<file path="src/rtl/alu_pipe_if.sv">
// Operand/opcode request channel and result/flag response channel of alu_pipe.
// Both channels use valid/ready: a beat moves on a rising edge where valid && ready.
interface alu_pipe_if #(
  parameter int DATA_W = 8,
  parameter int TAG_W  = 4
);
  logic                  in_valid;
  logic                  in_ready;
  logic [DATA_W-1:0]     in_a;
  logic [DATA_W-1:0]     in_b;
  logic [3:0]            in_op;
  logic [TAG_W-1:0]      in_tag;
  logic                  out_valid;
  logic                  out_ready;
  logic [2*DATA_W-1:0]   out_result;
  logic [TAG_W-1:0]      out_tag;
  logic                  out_carry;
  logic                  out_zero;
  logic                  out_ovf;
  logic                  out_err;

  modport master (
    output in_valid, in_a, in_b, in_op, in_tag, out_ready,
    input  in_ready, out_valid, out_result, out_tag, out_carry, out_zero, out_ovf, out_err
  );

  modport slave (
    input  in_valid, in_a, in_b, in_op, in_tag, out_ready,
    output in_ready, out_valid, out_result, out_tag, out_carry, out_zero, out_ovf, out_err
  );
endinterface

</file>
<file path="src/rtl/alu_pipe.sv">
// Registered ALU: single-cycle ops load the output register on the accept edge,
// MUL runs DATA_W shift-add steps before loading it. Output holds under backpressure.
module alu_pipe #(
  parameter int DATA_W = 8,
  parameter int TAG_W  = 4
) (
  input  logic       clk,
  input  logic       rst,
  alu_pipe_if.slave  bus,
  output logic       busy,
  output logic       dbg_state_o
);
  localparam int RW = 2 * DATA_W;
  localparam int CW = $clog2(DATA_W + 1);

  localparam logic [3:0] OP_ADD = 4'd0;
  localparam logic [3:0] OP_SUB = 4'd1;
  localparam logic [3:0] OP_AND = 4'd2;
  localparam logic [3:0] OP_OR  = 4'd3;
  localparam logic [3:0] OP_XOR = 4'd4;
  localparam logic [3:0] OP_NOT = 4'd5;
  localparam logic [3:0] OP_SHL = 4'd6;
  localparam logic [3:0] OP_SHR = 4'd7;
  localparam logic [3:0] OP_INC = 4'd8;
  localparam logic [3:0] OP_DEC = 4'd9;
  localparam logic [3:0] OP_MUL = 4'd10;
  localparam logic [3:0] OP_CMP = 4'd11;

  typedef enum logic {S_IDLE, S_MUL} state_t;

  state_t              state_q, state_d;
  logic [CW-1:0]       cnt_q, cnt_d;
  logic [RW-1:0]       acc_q, acc_d;
  logic [RW-1:0]       mcand_q, mcand_d;
  logic [DATA_W-1:0]   mplier_q, mplier_d;
  logic [TAG_W-1:0]    mtag_q, mtag_d;
  logic                busy_q, busy_d;

  logic                out_valid_q, out_valid_d;
  logic [RW-1:0]       result_q, result_d;
  logic [TAG_W-1:0]    tag_q, tag_d;
  logic                carry_q, carry_d;
  logic                zero_q, zero_d;
  logic                ovf_q, ovf_d;
  logic                err_q, err_d;

  logic                in_ready;
  logic                accept;
  logic [RW-1:0]       acc_step;

  logic [DATA_W-1:0]   opb;
  logic [DATA_W:0]     add_w, sub_w;
  logic                add_v, sub_v;
  logic [RW-1:0]       alu_res;
  logic                alu_c, alu_z, alu_v, alu_e;

  assign in_ready = (state_q == S_IDLE) && (!out_valid_q || bus.out_ready);
  assign accept   = bus.in_valid && in_ready;
  assign acc_step = mplier_q[0] ? (acc_q + mcand_q) : acc_q;

  // INC/DEC reuse the ADD/SUB datapath with a constant second operand.
  always_comb begin
    opb     = ((bus.in_op == OP_INC) || (bus.in_op == OP_DEC)) ? DATA_W'(1) : bus.in_b;
    add_w   = {1'b0, bus.in_a} + {1'b0, opb};
    sub_w   = {1'b0, bus.in_a} - {1'b0, opb};
    add_v   = (bus.in_a[DATA_W-1] == opb[DATA_W-1]) && (add_w[DATA_W-1] != bus.in_a[DATA_W-1]);
    sub_v   = (bus.in_a[DATA_W-1] != opb[DATA_W-1]) && (sub_w[DATA_W-1] != bus.in_a[DATA_W-1]);
    alu_res = '0;
    alu_c   = 1'b0;
    alu_v   = 1'b0;
    alu_e   = 1'b0;
    case (bus.in_op)
      OP_ADD, OP_INC: begin
        alu_res = {{DATA_W{1'b0}}, add_w[DATA_W-1:0]};
        alu_c   = add_w[DATA_W];
        alu_v   = add_v;
      end
      OP_SUB, OP_DEC: begin
        alu_res = {{DATA_W{1'b0}}, sub_w[DATA_W-1:0]};
        alu_c   = sub_w[DATA_W];
        alu_v   = sub_v;
      end
      OP_AND: alu_res = {{DATA_W{1'b0}}, bus.in_a & bus.in_b};
      OP_OR:  alu_res = {{DATA_W{1'b0}}, bus.in_a | bus.in_b};
      OP_XOR: alu_res = {{DATA_W{1'b0}}, bus.in_a ^ bus.in_b};
      OP_NOT: alu_res = {{DATA_W{1'b0}}, ~bus.in_a};
      OP_SHL: begin
        alu_res = {{DATA_W{1'b0}}, bus.in_a[DATA_W-2:0], 1'b0};
        alu_c   = bus.in_a[DATA_W-1];
      end
      OP_SHR: begin
        alu_res = {{DATA_W{1'b0}}, 1'b0, bus.in_a[DATA_W-1:1]};
        alu_c   = bus.in_a[0];
      end
      OP_MUL: alu_res = '0;
      OP_CMP: begin
        alu_c = sub_w[DATA_W];
        alu_v = sub_v;
      end
      default: alu_e = 1'b1;
    endcase
    // An illegal opcode reports only err; zero follows the compare for CMP.
    if (bus.in_op == OP_CMP) alu_z = (bus.in_a == bus.in_b);
    else                     alu_z = !alu_e && (alu_res == '0);
  end

  always_comb begin
    state_d     = state_q;
    cnt_d       = cnt_q;
    acc_d       = acc_q;
    mcand_d     = mcand_q;
    mplier_d    = mplier_q;
    mtag_d      = mtag_q;
    busy_d      = busy_q;
    out_valid_d = out_valid_q && !bus.out_ready;
    result_d    = result_q;
    tag_d       = tag_q;
    carry_d     = carry_q;
    zero_d      = zero_q;
    ovf_d       = ovf_q;
    err_d       = err_q;
    case (state_q)
      S_IDLE: begin
        if (accept) begin
          if (bus.in_op == OP_MUL) begin
            state_d  = S_MUL;
            acc_d    = '0;
            mcand_d  = {{DATA_W{1'b0}}, bus.in_a};
            mplier_d = bus.in_b;
            mtag_d   = bus.in_tag;
            cnt_d    = CW'(DATA_W);
            busy_d   = 1'b1;
          end else begin
            out_valid_d = 1'b1;
            result_d    = alu_res;
            tag_d       = bus.in_tag;
            carry_d     = alu_c;
            zero_d      = alu_z;
            ovf_d       = alu_v;
            err_d       = alu_e;
          end
        end
      end
      S_MUL: begin
        acc_d    = acc_step;
        mcand_d  = mcand_q << 1;
        mplier_d = mplier_q >> 1;
        cnt_d    = cnt_q - CW'(1);
        // The output slot is free here: acceptance required it empty or draining.
        if (cnt_q == CW'(1)) begin
          state_d     = S_IDLE;
          busy_d      = 1'b0;
          out_valid_d = 1'b1;
          result_d    = acc_step;
          tag_d       = mtag_q;
          carry_d     = 1'b0;
          zero_d      = (acc_step == '0);
          ovf_d       = |acc_step[RW-1:DATA_W];
          err_d       = 1'b0;
        end
      end
      default: state_d = S_IDLE;
    endcase
  end

  always_ff @(posedge clk or posedge rst) begin
    if (rst) begin
      state_q     <= S_IDLE;
      cnt_q       <= '0;
      acc_q       <= '0;
      mcand_q     <= '0;
      mplier_q    <= '0;
      mtag_q      <= '0;
      busy_q      <= 1'b0;
      out_valid_q <= 1'b0;
      result_q    <= '0;
      tag_q       <= '0;
      carry_q     <= 1'b0;
      zero_q      <= 1'b0;
      ovf_q       <= 1'b0;
      err_q       <= 1'b0;
    end else begin
      state_q     <= state_d;
      cnt_q       <= cnt_d;
      acc_q       <= acc_d;
      mcand_q     <= mcand_d;
      mplier_q    <= mplier_d;
      mtag_q      <= mtag_d;
      busy_q      <= busy_d;
      out_valid_q <= out_valid_d;
      result_q    <= result_d;
      tag_q       <= tag_d;
      carry_q     <= carry_d;
      zero_q      <= zero_d;
      ovf_q       <= ovf_d;
      err_q       <= err_d;
    end
  end

  assign bus.in_ready   = in_ready;
  assign bus.out_valid  = out_valid_q;
  assign bus.out_result = result_q;
  assign bus.out_tag    = tag_q;
  assign bus.out_carry  = carry_q;
  assign bus.out_zero   = zero_q;
  assign bus.out_ovf    = ovf_q;
  assign bus.out_err    = err_q;
  assign busy           = busy_q;
  assign dbg_state_o    = (state_q == S_MUL);
endmodule
</file>
<file path="src/flat_wrapper.sv">
// flat-port wrapper written by rule: the top's interface ports become plain ports
module alu_pipe_flat 
#(
  parameter int DATA_W = 8,
  parameter int TAG_W  = 4
)
  (clk, rst, busy, dbg_state_o, bus_in_valid, bus_in_a, bus_in_b, bus_in_op, bus_in_tag, bus_out_ready, bus_in_ready, bus_out_valid, bus_out_result, bus_out_tag, bus_out_carry, bus_out_zero, bus_out_ovf, bus_out_err);
  alu_pipe_if #(.DATA_W(DATA_W), .TAG_W(TAG_W)) bus_i ();
  input  logic clk;
  input  logic rst;
  output logic busy;
  output logic dbg_state_o;
  input wire logic [$bits(bus_i.in_valid)-1:0] bus_in_valid;
  input wire logic [$bits(bus_i.in_a)-1:0] bus_in_a;
  input wire logic [$bits(bus_i.in_b)-1:0] bus_in_b;
  input wire logic [$bits(bus_i.in_op)-1:0] bus_in_op;
  input wire logic [$bits(bus_i.in_tag)-1:0] bus_in_tag;
  input wire logic [$bits(bus_i.out_ready)-1:0] bus_out_ready;
  output wire logic [$bits(bus_i.in_ready)-1:0] bus_in_ready;
  output wire logic [$bits(bus_i.out_valid)-1:0] bus_out_valid;
  output wire logic [$bits(bus_i.out_result)-1:0] bus_out_result;
  output wire logic [$bits(bus_i.out_tag)-1:0] bus_out_tag;
  output wire logic [$bits(bus_i.out_carry)-1:0] bus_out_carry;
  output wire logic [$bits(bus_i.out_zero)-1:0] bus_out_zero;
  output wire logic [$bits(bus_i.out_ovf)-1:0] bus_out_ovf;
  output wire logic [$bits(bus_i.out_err)-1:0] bus_out_err;
  assign bus_i.in_valid = bus_in_valid;
  assign bus_i.in_a = bus_in_a;
  assign bus_i.in_b = bus_in_b;
  assign bus_i.in_op = bus_in_op;
  assign bus_i.in_tag = bus_in_tag;
  assign bus_i.out_ready = bus_out_ready;
  assign bus_in_ready = bus_i.in_ready;
  assign bus_out_valid = bus_i.out_valid;
  assign bus_out_result = bus_i.out_result;
  assign bus_out_tag = bus_i.out_tag;
  assign bus_out_carry = bus_i.out_carry;
  assign bus_out_zero = bus_i.out_zero;
  assign bus_out_ovf = bus_i.out_ovf;
  assign bus_out_err = bus_i.out_err;
  alu_pipe #(.DATA_W(DATA_W), .TAG_W(TAG_W)) u_core (.clk(clk), .rst(rst), .bus(bus_i), .busy(busy), .dbg_state_o(dbg_state_o));
endmodule
</file>
<file path="config.mk">
export PLATFORM = sky130hd
export DESIGN_NAME = alu_pipe_flat
export DESIGN_NICKNAME = d
export VERILOG_FILES = /design/src/rtl/alu_pipe_if.sv /design/src/rtl/alu_pipe.sv /design/src/flat_wrapper.sv
export SDC_FILE = /design/constraint.sdc
export NUM_CORES = 1
export LEC_CHECK = 0
export CAP_MARGIN = 20
export CORE_AREA = 10 10 120 122
export CTS_BUF_LIST = sky130_fd_sc_hd__clkbuf_8
export CTS_CLUSTER_DIAMETER = 30
export DETAILED_ROUTE_END_ITERATION = 8
export DIE_AREA = 0 0 130 132
export GPL_ROUTABILITY_DRIVEN = 0
export PLACE_DENSITY = 0.7
export SETUP_SLACK_MARGIN = 0.3
export SYNTH_ARGS = -nofsm -noshare
export SYNTH_HDL_FRONTEND = slang
export SYNTH_SLANG_ARGS = --single-unit
</file>
<file path="constraint.sdc">
create_clock -name clk -period 3.5 [get_ports clk]
set_input_delay 0.7 -clock clk [delete_from_list [all_inputs] [get_ports clk]]
set_output_delay 0.7 -clock clk [all_outputs]
set_load 0.03 [all_outputs]
</file>
==> metrics.csv, run 1 <==
stage;metric;value;unit
grt;vias in the first global route;5463;
final_layout;Antenna Cells;0;
grt;largest net degree at the start of global routing;76;
power_and_ir_drop;Logic pwr share;0.536;
grt;GR Overflow Total;0;
sta;Final setup viols;0;
synthesis;Synth top area share;0.3213;
grt;initial antenna violation count;0;
power_and_ir_drop;Clock power frac;0.151;
synthesis;fraction of registers with async set or reset after synthesis;1.000;
routing;Pre-Repair DR Iteration Count;5;
final_layout;footprint of the multi-input gates;3667;sq um
power_and_ir_drop;Flop pwr share;0.313;
place;Placed Area;6721;sq um
routing;via/cell ratio;6.011;
die;die width;130;microns
worst_setup_path;WP data arrival;3.28;ns
final_layout;P&R area growth vs syn;19.83;%
synthesis;number of flops mapped to enable cells by yosys;0;
final_layout;fin cells;903;
sta;final hold violations;0;
clocking;CTS Root Cell;clkbuf_8;
place;port buffer count;55;
power_and_ir_drop;Leak Pwr;0.003298;uW
sta;max-slew violations;0;
clocking;Clk Latency, worst-skew pair;0.39;ns
clocking;H-tree depth;3;
place;pre-CTS setup slack;-0.1854;ns
routing;Routed WL per cell;18.59;microns
synthesis;Yosys top cell by area;dfrtp_1;
synthesis;Seq cells post-synth;75;
synthesis;Mapped Nets;761;
synthesis;synth top area cells;dfrtp_1 32%, ha_1 12%, nand2_1 5.9%, o21ai_0 4.0%, nor2_1 3.9%;
grt;grt peak-use layer;met2;
final_layout;Finished Cell Area;7000;sq um
final_layout;nets;836;
power_and_ir_drop;maximum VDD drop;0.5623;mV
routing;Routed Antenna Nets;0;
sta;Clock Skews;0.01700;ns
synthesis;register area share after synthesis;0.3213;
worst_setup_path;Worst Path Required;3.73;ns
grt;Global Route met2 Usage;0.3171;
worst_setup_path;Worst Path Max Fanout;4;
die;chip height;132;microns
power_and_ir_drop;Cell Pwr Density;664.3;nW/um^2
synthesis;Yosys warning total;0;
synthesis;post-synth design cell area;5842;sq um
synthesis;most frequent cells after synthesis;92 x nand2_1, 75 x dfrtp_1, 60 x nor2_1;
clocking;Sink Count;75;
clocking;clk buf depth;2;
routing;DRT iter0 DRCs;602;
synthesis;Cell variety after synth;81;
synthesis;count leader, synth;nand2_1;
routing;post-route DRC violation count;0;
run_status;status;complete, no violations;
power_and_ir_drop;switching portion of total power;0.4522;
clocking;clk slew on worst S/H paths;0.09;ns
place;post-DP HPWL;12630;microns
worst_setup_path;CP Capture Type;flip-flop;
power_and_ir_drop;Net Sw Power;2103;uW
worst_setup_path;worst setup path category;flip-flop to flip-flop;
final_layout;filler instances;1049;
power_and_ir_drop;Total Power;4651;uW
routing;routed via count;5428;
sta;crit share post-route;0.8731;
grt;global-route wire length before repair;27740;microns
die;die area;17160;sq um
sta;max_slew headroom;0.5852;
place;Placed Cells;884;
power_and_ir_drop;internal power;2548;uW
grt;met1 Use GR;0.2606;
sta;min cycle time layout;3.056;ns
grt;met3 usage;0.04264;
synthesis;Main synth FF type;dfrtp_1;
sta;RSZ-0062 raised after global routing;false;
run;max-cap viol count;0;
clocking;cts bufs inserted;9;
sta;Least-Margin Pin Slew;0.6175;ns
clocking;CTS Hold Buffers Added;0;
min_path;Hold Path Class;flip-flop to flip-flop;
worst_setup_path;Startpoint Class;flip-flop;
sta;setup TNS;0;ns
sta;Setup WS post-layout;0.4440;ns
synthesis;Mapped Avg Cell Area;8.642;sq um
sta;FMAX;327.2;MHz
die;# IOs;56;
final_layout;layout cells sized above 1;0.1283;
die;Core ar.;11910;sq um
clocking;CTS tree;done;
die;# rows;40;
final_layout;Seq. cell area;1878;sq um
die;initial core utilization;0.4904;
routing;total wire length;16790;microns
synthesis;Mapped Cells;676;
grt;GRT Util Overall;0.1980;
sequential cells by signal, summed over array words and instances (netlist names), 4 cells and up:
| register | flops |
|---|---|
| u_core.cnt_q | 4 |
| u_core.bus.out_tag | 4 |
| u_core.mcand_q | 16 |
| u_core.mtag_q | 4 |
| u_core.bus.out_result | 16 |
| u_core.mplier_q | 8 |
| u_core.acc_q | 16 |
per-stage QoR:
stage | util | hold WS [ns]
final | 0.5877 | 0.4836
after global routing | 0.5877 | 0.5258
after CTS | 0.5835 | 0.4787
after detailed placement | 0.5643 | 0.4694
after global placement | 0.5643 | 0.4607
after floorplan | - | 0.4454
power groups by stage:
stage,combinational (uW),clock [uW],sequential (uW)
after global routing,2740,747,1500
final,2490,700,1460
after floorplan,1570,0,1590
after detailed placement,2450,0,1460
after CTS,2470,714,1450
after global placement,2390,0,1460
critical path, cell delays in order, from the launching register on:
cell and delay (ns):
dfrtp_1 0.41, ha_2 0.23, fa_2 0.43, a211o_1 0.33, a211o_1 0.36, and2_2 0.21, o211ai_1 0.25, o211ai_1 0.17
a311oi_2 0.37, a41oi_1 0.16
cells in the final DEF (no fill, tap or decap), types with 6 or more instances in the layout:
cell type / Yosys / layout
a211oi_1: 6 / 6
a21o_1: 7 / 7
a21oi_1: 38 / 37
a221o_1: 13 / 13
a221oi_1: 8 / 7
a22o_1: 9 / 9
buf_4: 0 / 45
clkbuf_8: 2 / 9
clkdlybuf4s50_1: 0 / 50
dfrtp_1: 75 / 74
ha_1: 54 / 51
inv_1: 39 / 38
mux2i_1: 18 / 18
nand2_1: 92 / 89
nand2b_1: 13 / 13
nand3_1: 12 / 12
nor2_1: 60 / 59
nor2b_1: 6 / 6
nor3_1: 7 / 7
o211ai_1: 8 / 8
o21ai_0: 47 / 45
o21ai_1: 5 / 7
o22ai_1: 7 / 7
xnor2_1: 10 / 10
xor2_1: 7 / 7
path summary, 6_finish.rpt:
check	cells past startpoint	slack, ns	start	to
setup reg to reg	9	0.44	u_core.mcand_q[0]	u_core.bus.out_ovf
setup / recovery	9	0.44	u_core.mcand_q[0]	u_core.bus.out_ovf
max in group asynchronous	3	2.44	rst	u_core.dbg_state_o
hold reg to reg	2	0.48	u_core.busy	u_core.busy
hold / removal	2	0.48	u_core.busy	u_core.busy
min in group asynchronous	3	0.72	rst	u_core.mplier_q[3]
repair_timing:
| item | 4_1_cts | 5_1_grt |
|---|---|---|
| resized for setup | 4 | 13 |
| pin swaps | 0 | 8 |
| buffers inserted | 0 | 3 |
| setup endpoints to repair | 3 | 8 |
cell type report:
cell class                 instances  area share
tap                              147     0.02627
inverter                          40     0.02145
sequential                        75      0.2683
multi-input combinational        524      0.5239
clock buffer                       9     0.01769
timing repair buffer             101      0.1315
clock inverter                     7     0.01090
metal layers:
layer / wire [microns] / vias to the layer above
met2: 7999 / 189
li1: - / 2597
met5: 0 / -
met4: 248 / 0
met3: 1030 / 20
met1: 7512 / 2622
kinds of logic after synthesis:
family / synth area share
mux: 0.04048
flops: 0.3213
compound gates: 0.2448
simple gates: 0.1814
buf+inv: 0.06061
fa+ha+maj: 0.1259
xor+xnor: 0.02549
(Power assumes the default switching activity.)
==> inputs of run 2 (changes only) <==
--- a/config.mk
+++ b/config.mk
@@ -12,6 +12,7 @@
 export DETAILED_ROUTE_END_ITERATION = 8
 export DIE_AREA = 0 0 130 132
 export GPL_ROUTABILITY_DRIVEN = 0
+export MAX_ROUTING_LAYER = met4
 export PLACE_DENSITY = 0.7
 export SETUP_SLACK_MARGIN = 0.3
 export SYNTH_ARGS = -nofsm -noshare
==> run 2 against run 1 <==
Compared with the run above:
- clock power barely moved
- via count hardly changed
- largest power group unchanged
- maximum frequency is 0.53% lower
- critical endpoint is now u_core.bus.out_zero
- global-route usage grew 0.57 points
- highest routed layer unchanged
==> metrics.csv, run 2 (synthesis gave the netlist of run 1 again) <==
stage;metric;value;unit
final_layout;fin cells;903;
final_layout;layout cells sized above 1;0.1283;
final_layout;Layout Utilization;0.5877;
grt;grt peak-use layer;met2;
sta;max_slew headroom;0.5693;
clocking;CTS Root Cell;clkbuf_8;
worst_setup_path;Crit path max-delay family;compound AO/OA/AOI/OAI gates;
worst_setup_path;CP max-delay cell;clkdlybuf4s50_1;
worst_setup_path;Worst Path Max Fanout;3;
run_status;status;complete, no violations;
routing;post-route DRC violation count;0;
sta;Clock Skews;0.01595;ns
die;die area;17160;sq um
worst_setup_path;R2R Path Start;u_core.mcand_q[0];
worst_setup_path;CP Depth;11;
routing;DRT iter0 DRCs;616;
place;post-DP HPWL;12630;microns
sta;final hold violations;0;
grt;met3 usage;0.03620;
die;die width;130;microns
routing;Routed Antenna Nets;0;
worst_setup_path;worst setup path category;input pin to flip-flop;
routing;Routed WL per cell;18.60;microns
final_layout;commonest non-fill, non-tap cell in the layout;nand2_1;
power_and_ir_drop;Leak Pwr;0.003298;uW
sta;crit share post-route;0.8778;
worst_setup_path;CP Capture Type;flip-flop;
routing;total wire length;16800;microns
sta;RSZ-0062 raised after global routing;false;
grt;global-route wire length before repair;27720;microns
die;# rows;40;
clocking;H-tree depth;3;
grt;met1 Use GR;0.2659;
run;max-cap viol count;0;
worst_setup_path;R2R setup slack;0.44;ns
final_layout;Finished Cell Area;7000;sq um
routing;routed via count;5433;
sta;min cycle time layout;3.072;ns
grt;GRT Util Overall;0.2037;
final_layout;Antenna Cells;0;
clocking;Clk Latency, worst-skew pair;0.39;ns
worst_setup_path;reg2reg end;u_core.bus.out_ovf;
worst_setup_path;Startpoint Class;input pin;
sta;Final setup viols;0;
final_layout;P&R area growth vs syn;19.83;%
sta;Least-Margin Pin Slew;0.6411;ns
die;Core ar.;11910;sq um
power_and_ir_drop;Total Power;4647;uW
clocking;cts bufs inserted;9;
clocking;clk slew on worst S/H paths;0.08;ns
clocking;CTS Hold Buffers Added;0;
min_path;Hold Path Class;flip-flop to flip-flop;
power_and_ir_drop;maximum VDD drop;0.5596;mV
power_and_ir_drop;Cell Pwr Density;663.8;nW/um^2
clocking;clk buf depth;2;
sta;max-slew violations;0;
clocking;Sink Count;75;
final_layout;most frequent cells in the layout;89 x nand2_1, 74 x dfrtp_1, 59 x nor2_1;
worst_setup_path;crit-path cells;clkdlybuf4s50_1 -> nand2_2 -> buf_4 -> fa_1 -> a32o_1 -> a222oi_1 -> o21ai_1 -> a2111o_1 -> nor4_2 -> a31oi_1 -> nand2_1;
worst_setup_path;Worst Path Required;3.82;ns
die;chip height;132;microns
final_layout;nets;836;
clocking;CTS tree;done;
routing;Pre-Repair DR Iteration Count;5;
grt;GR Overflow Total;0;
worst_setup_path;Buf+Inv Stages, Crit Path;2;
die;# IOs;56;
sta;FMAX;325.5;MHz
worst_setup_path;WP data arrival;3.40;ns
grt;Global Route met2 Usage;0.3163;
place;port buffer count;55;
worst_setup_path;Critical Path Sink;u_core.bus.out_zero;
place;Placed Area;6721;sq um
grt;initial antenna violation count;0;
worst_setup_path;CP peak stage delay;0.54;ns
worst_setup_path;Worst R2R Path Depth;9;
grt;largest net degree at the start of global routing;76;
place;Placed Cells;884;
routing;via/cell ratio;6.017;
grt;vias in the first global route;5465;
die;initial core utilization;0.4904;
worst_setup_path;CP startpoint;bus_in_b[1];
## run 2: worst min path at each step
stage | startpoint | end | slack (ns) | depth (start not counted)
3_5_place_dp | u_core.cnt_q[3] | u_core.cnt_q[3] | 0.47 | 1
6_report | u_core.cnt_q[3] | u_core.cnt_q[3] | 0.48 | 1
2_1_floorplan | u_core.mtag_q[0] | u_core.mtag_q[0] | 0.45 | 2
3_3_place_gp | u_core.mtag_q[2] | u_core.mtag_q[2] | 0.46 | 2
5_1_grt | u_core.bus.out_result[9] | u_core.bus.out_result[9] | 0.53 | 1
4_1_cts | u_core.cnt_q[3] | u_core.cnt_q[3] | 0.48 | 1
## run 2: final cells by class
type,count,area [sq um]
multi-input combinational,524,3667
timing repair buffer,101,920.9
inverter,40,150.1
sequential,75,1878
clock buffer,9,123.9
fill,1049,4911
tap,147,183.9
clock inverter,7,76.32
## run 2: where the power goes
part	switching, uW	leakage, uW	internal [uW]	total [uW]
logic	1470	0.00223	1030	2490
registers	267	0.000968	1190	1460
clock network	364	0.000102	334	698
## run 2: routing by layer
metal	wire, microns	part of all wire	vias to the layer above
li1	-	-	2595
met1	7554	0.45	2614
met2	7915	0.47	202
met3	1076	0.064	22
met4	253	0.015	0
met5	0	0	-
## run 2: per-stage QoR
step / worst slack, ns / setup TNS (ns) / hold slack (ns)
after floorplan: 0.3259 / 0 / 0.4454
after global placement: -0.1096 / -0.3151 / 0.4607
after detailed placement: -0.1854 / -0.7625 / 0.4694
after CTS: 0.2800 / 0 / 0.4787
after global routing: 0.2954 / 0 / 0.5258
final: 0.4278 / 0 / 0.4764
## run 2: worst reg2reg max path, cell delays in order (launching register included)
cell      delay [ns]
dfrtp_1         0.41
ha_2            0.23
fa_2            0.43
a211o_1         0.33
a211o_1         0.36
and2_2          0.21
o211ai_1        0.25
o211ai_1        0.17
a311oi_2        0.36
a41oi_1         0.16
## run 2: repair_timing
action | 4_1_cts | 5_1_grt
endpoints found under the hold margin | 0 | 0
buffers inserted | 0 | 3
pin swaps | 0 | 8
gates resized for setup | 4 | 13
endpoints found under the setup margin | 3 | 8
